### src/rtl/vga_pkg.sv
// Shared types, colour constants and default 640x480@60 timing for the VGA timing generator.
package vga_pkg;

    typedef struct packed {
        logic [7:0] r;
        logic [7:0] g;
        logic [7:0] b;
    } rgb_t;

    localparam rgb_t BLACK   = rgb_t'(24'h000000);
    localparam rgb_t WHITE   = rgb_t'(24'hFFFFFF);
    localparam rgb_t PINK    = rgb_t'(24'hFFC0CB);
    localparam rgb_t YELLOW  = rgb_t'(24'hFFFF00);
    localparam rgb_t CYAN    = rgb_t'(24'h00FFFF);
    localparam rgb_t GREEN   = rgb_t'(24'h00FF00);
    localparam rgb_t MAGENTA = rgb_t'(24'hFF00FF);
    localparam rgb_t RED     = rgb_t'(24'hFF0000);
    localparam rgb_t BLUE    = rgb_t'(24'h0000FF);

    localparam int DEF_H_ACTIVE = 640;
    localparam int DEF_H_FP     = 16;
    localparam int DEF_H_SYNC   = 96;
    localparam int DEF_H_BP     = 48;
    localparam int DEF_V_ACTIVE = 480;
    localparam int DEF_V_FP     = 10;
    localparam int DEF_V_SYNC   = 2;
    localparam int DEF_V_BP     = 33;

    // Colour of test-pattern bar idx, left to right.
    function automatic rgb_t bar_colour(input logic [2:0] idx);
        rgb_t c;
        case (idx)
            3'd0:    c = WHITE;
            3'd1:    c = YELLOW;
            3'd2:    c = CYAN;
            3'd3:    c = GREEN;
            3'd4:    c = MAGENTA;
            3'd5:    c = RED;
            3'd6:    c = BLUE;
            default: c = BLACK;
        endcase
        return c;
    endfunction

endpackage

### src/rtl/vga_if.sv
// Renderer/DAC-side bundle of the VGA timing generator: pixel strobe, colour in, coordinates and video out.
interface vga_if #(parameter int CW = 10) ();

    logic          pix_en;
    logic [23:0]   rgb_in;
    logic [CW-1:0] pixel_x;
    logic [CW-1:0] pixel_y;
    logic          coord_valid;
    logic          frame_start;
    logic          line_start;
    logic          hsync;
    logic          vsync;
    logic          video_on;
    logic [7:0]    red;
    logic [7:0]    green;
    logic [7:0]    blue;

    modport master (
        input  pix_en, rgb_in,
        output pixel_x, pixel_y, coord_valid, frame_start, line_start,
               hsync, vsync, video_on, red, green, blue
    );

    modport slave (
        output pix_en, rgb_in,
        input  pixel_x, pixel_y, coord_valid, frame_start, line_start,
               hsync, vsync, video_on, red, green, blue
    );

endinterface

### src/rtl/vga_delay_line.sv
// Enable-gated shift register of DEPTH stages; clears to zero on reset.
module vga_delay_line #(
    parameter int WIDTH = 1,
    parameter int DEPTH = 1
) (
    input  logic             clk,
    input  logic             reset,
    input  logic             en,
    input  logic [WIDTH-1:0] d,
    output logic [WIDTH-1:0] q
);

    logic [WIDTH-1:0] stage_r [DEPTH];

    // Shift one stage per enable strobe.
    always_ff @(posedge clk) begin
        if (reset) begin
            for (int i = 0; i < DEPTH; i++) begin
                stage_r[i] <= '0;
            end
        end else if (en) begin
            stage_r[0] <= d;
            for (int i = 1; i < DEPTH; i++) begin
                stage_r[i] <= stage_r[i-1];
            end
        end
    end

    assign q = stage_r[DEPTH-1];

endmodule

### src/rtl/vga_timing_gen.sv
// Parametrised VGA timing generator with renderer re-alignment and colour output stage.
// Define VGA_TEST_PATTERN_EN to replace rgb_in with eight vertical colour bars.
module vga_timing_gen
    import vga_pkg::*;
#(
    parameter int H_ACTIVE   = DEF_H_ACTIVE,
    parameter int H_FP       = DEF_H_FP,
    parameter int H_SYNC     = DEF_H_SYNC,
    parameter int H_BP       = DEF_H_BP,
    parameter int V_ACTIVE   = DEF_V_ACTIVE,
    parameter int V_FP       = DEF_V_FP,
    parameter int V_SYNC     = DEF_V_SYNC,
    parameter int V_BP       = DEF_V_BP,
    parameter bit HSYNC_POL  = 1'b0,
    parameter bit VSYNC_POL  = 1'b0,
    parameter int PIPE_DELAY = 2,
    parameter int CW         = 10
) (
    input  logic  VGA_CLK_IN,
    input  logic  reset,
    output logic  VGA_CLK_OUT,
    vga_if.master vga
);

    localparam int H_TOTAL = H_ACTIVE + H_FP + H_SYNC + H_BP;
    localparam int V_TOTAL = V_ACTIVE + V_FP + V_SYNC + V_BP;

    localparam logic [CW-1:0] H_ACT_C  = CW'(H_ACTIVE);
    localparam logic [CW-1:0] H_SB_C   = CW'(H_ACTIVE + H_FP);
    localparam logic [CW-1:0] H_SE_C   = CW'(H_ACTIVE + H_FP + H_SYNC);
    localparam logic [CW-1:0] H_LAST_C = CW'(H_TOTAL - 1);
    localparam logic [CW-1:0] V_ACT_C  = CW'(V_ACTIVE);
    localparam logic [CW-1:0] V_SB_C   = CW'(V_ACTIVE + V_FP);
    localparam logic [CW-1:0] V_SE_C   = CW'(V_ACTIVE + V_FP + V_SYNC);
    localparam logic [CW-1:0] V_LAST_C = CW'(V_TOTAL - 1);

    if (PIPE_DELAY < 1 || PIPE_DELAY > 8) begin : g_bad_pipe_delay
        $error("vga_timing_gen: PIPE_DELAY must be in 1..8");
    end
    if ((2 ** CW) < H_TOTAL || (2 ** CW) < V_TOTAL) begin : g_bad_cw
        $error("vga_timing_gen: CW too narrow for H_TOTAL/V_TOTAL");
    end

    logic [CW-1:0] h_cnt_r;
    logic [CW-1:0] v_cnt_r;
    logic [CW-1:0] pixel_x_r;
    logic [CW-1:0] pixel_y_r;
    logic          coord_valid_r;
    logic          frame_start_r;
    logic          line_start_r;
    logic          video_on_r;
    logic          hsync_r;
    logic          vsync_r;
    rgb_t          colour_r;
    logic          h_wrap_s;
    logic          v_wrap_s;
    logic [2:0]    flags_s;      // {active, raw hsync, raw vsync}, active-high
    logic [2:0]    flags_dly_s;
    rgb_t          src_s;

    // Decode the current counter position.
    always_comb begin
        h_wrap_s = (h_cnt_r == H_LAST_C);
        v_wrap_s = (v_cnt_r == V_LAST_C);
        flags_s  = {(h_cnt_r < H_ACT_C) && (v_cnt_r < V_ACT_C),
                    (h_cnt_r >= H_SB_C) && (h_cnt_r < H_SE_C),
                    (v_cnt_r >= V_SB_C) && (v_cnt_r < V_SE_C)};
    end

    // Horizontal and vertical position counters.
    always_ff @(posedge VGA_CLK_IN) begin
        if (reset) begin
            h_cnt_r <= '0;
            v_cnt_r <= '0;
        end else if (vga.pix_en) begin
            if (h_wrap_s) begin
                h_cnt_r <= '0;
                v_cnt_r <= v_wrap_s ? '0 : v_cnt_r + CW'(1);
            end else begin
                h_cnt_r <= h_cnt_r + CW'(1);
            end
        end
    end

    // Stage 0: undelayed coordinates and strobe-qualified start pulses.
    always_ff @(posedge VGA_CLK_IN) begin
        if (reset) begin
            pixel_x_r     <= '0;
            pixel_y_r     <= '0;
            coord_valid_r <= 1'b0;
            frame_start_r <= 1'b0;
            line_start_r  <= 1'b0;
        end else begin
            frame_start_r <= vga.pix_en && (h_cnt_r == '0) && (v_cnt_r == '0);
            line_start_r  <= vga.pix_en && (h_cnt_r == '0);
            if (vga.pix_en) begin
                pixel_x_r     <= h_cnt_r;
                pixel_y_r     <= v_cnt_r;
                coord_valid_r <= flags_s[2];
            end
        end
    end

    // The delay line runs one stage ahead of stage 0; the output register below completes PIPE_DELAY.
    vga_delay_line #(.WIDTH(3), .DEPTH(PIPE_DELAY)) u_flag_dly (
        .clk   (VGA_CLK_IN),
        .reset (reset),
        .en    (vga.pix_en),
        .d     (flags_s),
        .q     (flags_dly_s)
    );

`ifdef VGA_TEST_PATTERN_EN
    localparam int BAR_W = H_ACTIVE / 8;

    logic [CW-1:0] x_dly_s;
    logic [2:0]    bar_s;

    vga_delay_line #(.WIDTH(CW), .DEPTH(PIPE_DELAY)) u_x_dly (
        .clk   (VGA_CLK_IN),
        .reset (reset),
        .en    (vga.pix_en),
        .d     (h_cnt_r),
        .q     (x_dly_s)
    );

    // Bar index by threshold count, avoiding a divider.
    always_comb begin
        bar_s = 3'd0;
        for (int k = 1; k < 8; k++) begin
            if (x_dly_s >= CW'(k * BAR_W)) begin
                bar_s = bar_s + 3'd1;
            end else begin
                bar_s = bar_s;
            end
        end
        src_s = bar_colour(bar_s);
    end
`else
    // Renderer colour passes straight to the output register.
    always_comb begin
        src_s = rgb_t'(vga.rgb_in);
    end
`endif

    // Output stage: polarity applied here so the pipeline holds active-high flags only.
    always_ff @(posedge VGA_CLK_IN) begin
        if (reset) begin
            video_on_r <= 1'b0;
            hsync_r    <= ~HSYNC_POL;
            vsync_r    <= ~VSYNC_POL;
            colour_r   <= BLACK;
        end else if (vga.pix_en) begin
            video_on_r <= flags_dly_s[2];
            hsync_r    <= flags_dly_s[1] ? HSYNC_POL : ~HSYNC_POL;
            vsync_r    <= flags_dly_s[0] ? VSYNC_POL : ~VSYNC_POL;
            colour_r   <= flags_dly_s[2] ? src_s : BLACK;
        end
    end

    assign VGA_CLK_OUT     = VGA_CLK_IN;
    assign vga.pixel_x     = pixel_x_r;
    assign vga.pixel_y     = pixel_y_r;
    assign vga.coord_valid = coord_valid_r;
    assign vga.frame_start = frame_start_r;
    assign vga.line_start  = line_start_r;
    assign vga.video_on    = video_on_r;
    assign vga.hsync       = hsync_r;
    assign vga.vsync       = vsync_r;
    assign vga.red         = colour_r.r;
    assign vga.green       = colour_r.g;
    assign vga.blue        = colour_r.b;

endmodule

### src/flat_wrapper.sv
// flat-port wrapper written by rule: the top's interface ports become plain ports
module vga_timing_gen_flat import vga_pkg::*;
#(
    parameter int H_ACTIVE   = DEF_H_ACTIVE,
    parameter int H_FP       = DEF_H_FP,
    parameter int H_SYNC     = DEF_H_SYNC,
    parameter int H_BP       = DEF_H_BP,
    parameter int V_ACTIVE   = DEF_V_ACTIVE,
    parameter int V_FP       = DEF_V_FP,
    parameter int V_SYNC     = DEF_V_SYNC,
    parameter int V_BP       = DEF_V_BP,
    parameter bit HSYNC_POL  = 1'b0,
    parameter bit VSYNC_POL  = 1'b0,
    parameter int PIPE_DELAY = 2,
    parameter int CW         = 10
)
  (VGA_CLK_IN, reset, VGA_CLK_OUT, vga_pix_en, vga_rgb_in, vga_pixel_x, vga_pixel_y, vga_coord_valid, vga_frame_start, vga_line_start, vga_hsync, vga_vsync, vga_video_on, vga_red, vga_green, vga_blue);
  vga_if #(.CW(CW)) vga_i ();
  input  logic VGA_CLK_IN;
  input  logic reset;
  output logic VGA_CLK_OUT;
  input wire logic [$bits(vga_i.pix_en)-1:0] vga_pix_en;
  input wire logic [$bits(vga_i.rgb_in)-1:0] vga_rgb_in;
  output wire logic [$bits(vga_i.pixel_x)-1:0] vga_pixel_x;
  output wire logic [$bits(vga_i.pixel_y)-1:0] vga_pixel_y;
  output wire logic [$bits(vga_i.coord_valid)-1:0] vga_coord_valid;
  output wire logic [$bits(vga_i.frame_start)-1:0] vga_frame_start;
  output wire logic [$bits(vga_i.line_start)-1:0] vga_line_start;
  output wire logic [$bits(vga_i.hsync)-1:0] vga_hsync;
  output wire logic [$bits(vga_i.vsync)-1:0] vga_vsync;
  output wire logic [$bits(vga_i.video_on)-1:0] vga_video_on;
  output wire logic [$bits(vga_i.red)-1:0] vga_red;
  output wire logic [$bits(vga_i.green)-1:0] vga_green;
  output wire logic [$bits(vga_i.blue)-1:0] vga_blue;
  assign vga_i.pix_en = vga_pix_en;
  assign vga_i.rgb_in = vga_rgb_in;
  assign vga_pixel_x = vga_i.pixel_x;
  assign vga_pixel_y = vga_i.pixel_y;
  assign vga_coord_valid = vga_i.coord_valid;
  assign vga_frame_start = vga_i.frame_start;
  assign vga_line_start = vga_i.line_start;
  assign vga_hsync = vga_i.hsync;
  assign vga_vsync = vga_i.vsync;
  assign vga_video_on = vga_i.video_on;
  assign vga_red = vga_i.red;
  assign vga_green = vga_i.green;
  assign vga_blue = vga_i.blue;
  vga_timing_gen #(.H_ACTIVE(H_ACTIVE), .H_FP(H_FP), .H_SYNC(H_SYNC), .H_BP(H_BP), .V_ACTIVE(V_ACTIVE), .V_FP(V_FP), .V_SYNC(V_SYNC), .V_BP(V_BP), .HSYNC_POL(HSYNC_POL), .VSYNC_POL(VSYNC_POL), .PIPE_DELAY(PIPE_DELAY), .CW(CW)) u_core (.VGA_CLK_IN(VGA_CLK_IN), .reset(reset), .VGA_CLK_OUT(VGA_CLK_OUT), .vga(vga_i));
endmodule
### config.mk
export PLATFORM = sky130hd
export DESIGN_NAME = vga_timing_gen_flat
export DESIGN_NICKNAME = d
export VERILOG_FILES = /design/src/rtl/vga_pkg.sv /design/src/rtl/vga_if.sv /design/src/rtl/vga_delay_line.sv /design/src/rtl/vga_timing_gen.sv /design/src/flat_wrapper.sv
export SDC_FILE = /design/constraint.sdc
export NUM_CORES = 1
export LEC_CHECK = 0
export CORE_ASPECT_RATIO = 1.2
export CORE_UTILIZATION = 25
export CTS_CLUSTER_DIAMETER = 60
export DETAILED_ROUTE_END_ITERATION = 6
export PLACE_DENSITY = 0.45
export SYNTH_ARGS = -nofsm -noshare
export SYNTH_HDL_FRONTEND = slang
export SYNTH_SLANG_ARGS = --single-unit
export TNS_END_PERCENT = 20
### constraint.sdc
create_clock -name VGA_CLK_IN -period 2.4 [get_ports VGA_CLK_IN]
set_clock_uncertainty 0.05 [all_clocks]
set_input_delay 0.36 -clock VGA_CLK_IN [delete_from_list [all_inputs] [get_ports VGA_CLK_IN]]
set_output_delay 0.36 -clock VGA_CLK_IN [all_outputs]
set_load 0.03 [all_outputs]
==> results of run 1 <==
## area by class of cell
| class | instances | area (um2) |
|---|---|---|
| flip-flops and latches | 76 | 1580 |
| well taps | 154 | 193 |
| fillers | 1115 | 6920 |
| clock buffers | 14 | 313 |
| inverters | 9 | 33.8 |
| repair buffers | 89 | 871 |
| clock inverters | 6 | 78.8 |
| multi-input cells | 177 | 1210 |
## per-layer routing
metal  GRT usage  wire, um  vias to the layer above  share of wire
li1            -         -                     1155              -
met1       0.156      3290                     1112           0.45
met2       0.210      3760                       37           0.51
met3      0.0262       144                       14          0.020
met4       0.104       184                        0          0.025
met5           0         0                        -              0
## power by group through the flow
stage	logic [mW]	registers, mW	clock network (mW)
finish	0.201	1.32	1.71
CTS	0.206	1.32	1.76
detailed placement	0.205	1.35	0.0694
global route	0.216	1.32	1.82
floorplan	0.0640	1.38	0.0624
global placement	0.204	1.35	0.0694
## per-stage QoR
step,std cells,hold WS (ns),worst slack [ns],cell area (um2)
after floorplan,280,0.424,0.504,2910
after global placement,506,0.387,0.197,3900
after detailed placement,506,0.395,0.172,3900
after CTS,525,0.413,0.195,4280
after global routing,525,0.429,0.156,4280
final,525,0.406,0.200,4280
## state kept, by name, summed over array words and instances, names as in the netlist
register,flops
u_core.vga.blue,8
u_core.vga.frame_start,1
u_core.vga.pixel_x,10
u_core.vga.red,8
u_core.h_cnt_r,10
u_core.vga.hsync,1
u_core.vga.vsync,1
u_core.v_cnt_r,10
u_core.vga.line_start,1
u_core.vga.coord_valid,1
u_core.vga.pixel_y,10
u_core.u_flag_dly.stage_r,6
u_core.vga.video_on,1
u_core.vga.green,8
## worst paths after layout
| kind | startpoint | end | cells past startpoint |
|---|---|---|---|
| worst max-delay path | VGA_CLK_IN | VGA_CLK_OUT | 3 |
| worst min-delay path | u_core.vga.coord_valid$_SDFFE_PP0P_ | u_core.vga.coord_valid$_SDFFE_PP0P_ | 1 |
| worst max register to register | u_core.h_cnt_r[0]$_SDFFE_PP0P_ | u_core.v_cnt_r[9]$_SDFFE_PP0P_ | 5 |
| worst min register to register | u_core.vga.coord_valid$_SDFFE_PP0P_ | u_core.vga.coord_valid$_SDFFE_PP0P_ | 1 |
## critical path: cells and delay by family
family / cells / cell delay [ns]
buf+inv: 3 / 0.59
## repair_timing
| item | in CTS | in global routing |
|---|---|---|
| hold buffers | 0 | 0 |
| endpoints found under the setup margin | 1 | 0 |
| resized for setup | 1 | 0 |
| endpoints found under the hold margin | 0 | 0 |
## cells in the mapped netlist, types with 5 or more instances
cell type  count  share of area
xnor2_1        7          0.021
dfxtp_1       70           0.48
a22o_1        24          0.072
a21oi_1        9          0.015
mux2i_1       19          0.065
nand2b_1       6          0.013
nand2_1        8          0.010
nand3_1       10          0.017
inv_1          9          0.012
nor2_1        35          0.045
nand4_1        6          0.013
xor2_1         5          0.015
o21ai_0        5         0.0086
edfxtp_1       6          0.062
nor3_1         5         0.0086
clkbuf_1       9          0.012
## cell families (layout without fill, tap and decap cells)
kind of cell,count (synthesis),count (layout),share of synthesized area
AO/OA/AOI/OAI,43,43,0.110
XOR/XNOR,12,12,0.0361
adder cells (fa/ha/maj),4,4,0.0172
buffers and inverters,27,118,0.0409
flip-flops,76,76,0.544
multiplexers,19,19,0.0654
AND/OR/NAND/NOR,99,99,0.186
==> reports/results.ini, run 1 <==
[synthesis]
syn-cell-area_um2 = 2910
ys_ff_latch = 76
synth_edf_count = 6
syn_nets = 311
yosysSeqAreaShare = 0.544
synthArstFlopShare = 0
yosys_warnings = 0
ys.flop_type = dfxtp_1
syn_avg_cell_area_um2 = 10.4
syn_inst = 280
synth.distinct_cells = 37

[global_routing]
grt_usage = 0.133
grt_pass1_wl_mm = 11.9
grt_max_degree = 32
overflow = 0
grt_pass1_vias = 2341
antenna_found_initial = 0

[power]
p_switching_uw = 693
totalPowerFinal_mw = 3.23
power_frac_seq = 0.408
clkPwrFrac = 0.529
p_comb_frac = 0.062
ir_worst_vdd_mv = 0.501
p_leak_nw = 1.61
cellInternalPower_mw = 2.53
cellPowerDensity_nw_per_um2 = 754
swShare = 0.215

[clocking]
cts_setup_buffers = 0
cts_tree = built
clk_latency_ns = 0.45
clkTransAtPathRegs_ns = 0.06

[die]
die_y_um = 120
row_count = 42
core_um2 = 11200
dieWidth_um = 100
start_util = 0.260
ios = 78
die_area_um2 = 12100

[timing]
finalHoldViolCount = 0
maxSlewHeadroom = 0.700
rsz0062_at_grt = no
fin_tns_setup_ns = 0
tightest_slew_ns = 0.446
setup_violations = 0
slew_viol_final = 0

[route]
vias_per_cell = 4.42
ant_nets = 0
drt_iter0_markers = 97
wl_per_cell_um = 14.1
firstDrtPassIters = 6
vias = 2318
drc_errors = 0
routed_wl_mm = 7.38

[worst_setup_path]
cpMostUsedCell = clkbuf_16
start_kind = clock port
ff2ff_setup_slack_ns = 0.32
crit_slowest_cell = dlygate4sd2_1
arrival_ns = 1.79
slowest_delay_ns = 0.34
cp.required_ns = 1.99
crit_chain = clkbuf_16, clkbuf_16, dlygate4sd2_1
critical_path_class = clock port to output port
worstSetupEndpointType = output port
cp_max_fo = 2

[outcome]
status = complete, no violations

[cells_and_area]
nNetsFinal = 397
antennaDiodeCount = 0
final_cell_mix = clkdlybuf4s50_1, dfxtp_1, nor2_1, a22o_1, mux2i_1
drive_gt1_frac = 0.0889
area_growth_pct = 47.1
final_util = 0.382
mostFrequentLayoutCell = clkdlybuf4s50_1

[place]
dp_hpwl_mm = 5.13
portBuffers = 77
routabilityCongestion = 0.741

[hold_path]
hold_path_class = register to register

[job]
cap_violations = 0

(Power assumes the default switching activity.)
==> run 2: changes to the inputs <==
--- a/config.mk
+++ b/config.mk
@@ -5,6 +5,7 @@
 export SDC_FILE = /design/constraint.sdc
 export NUM_CORES = 1
 export LEC_CHECK = 0
+export ABC_CLOCK_PERIOD_IN_PS = 2400
 export CORE_ASPECT_RATIO = 1.2
 export CORE_UTILIZATION = 25
 export CTS_CLUSTER_DIAMETER = 60
==> results of run 2 <==
The final DEF is identical to that of run 1; final timing and power are the same.
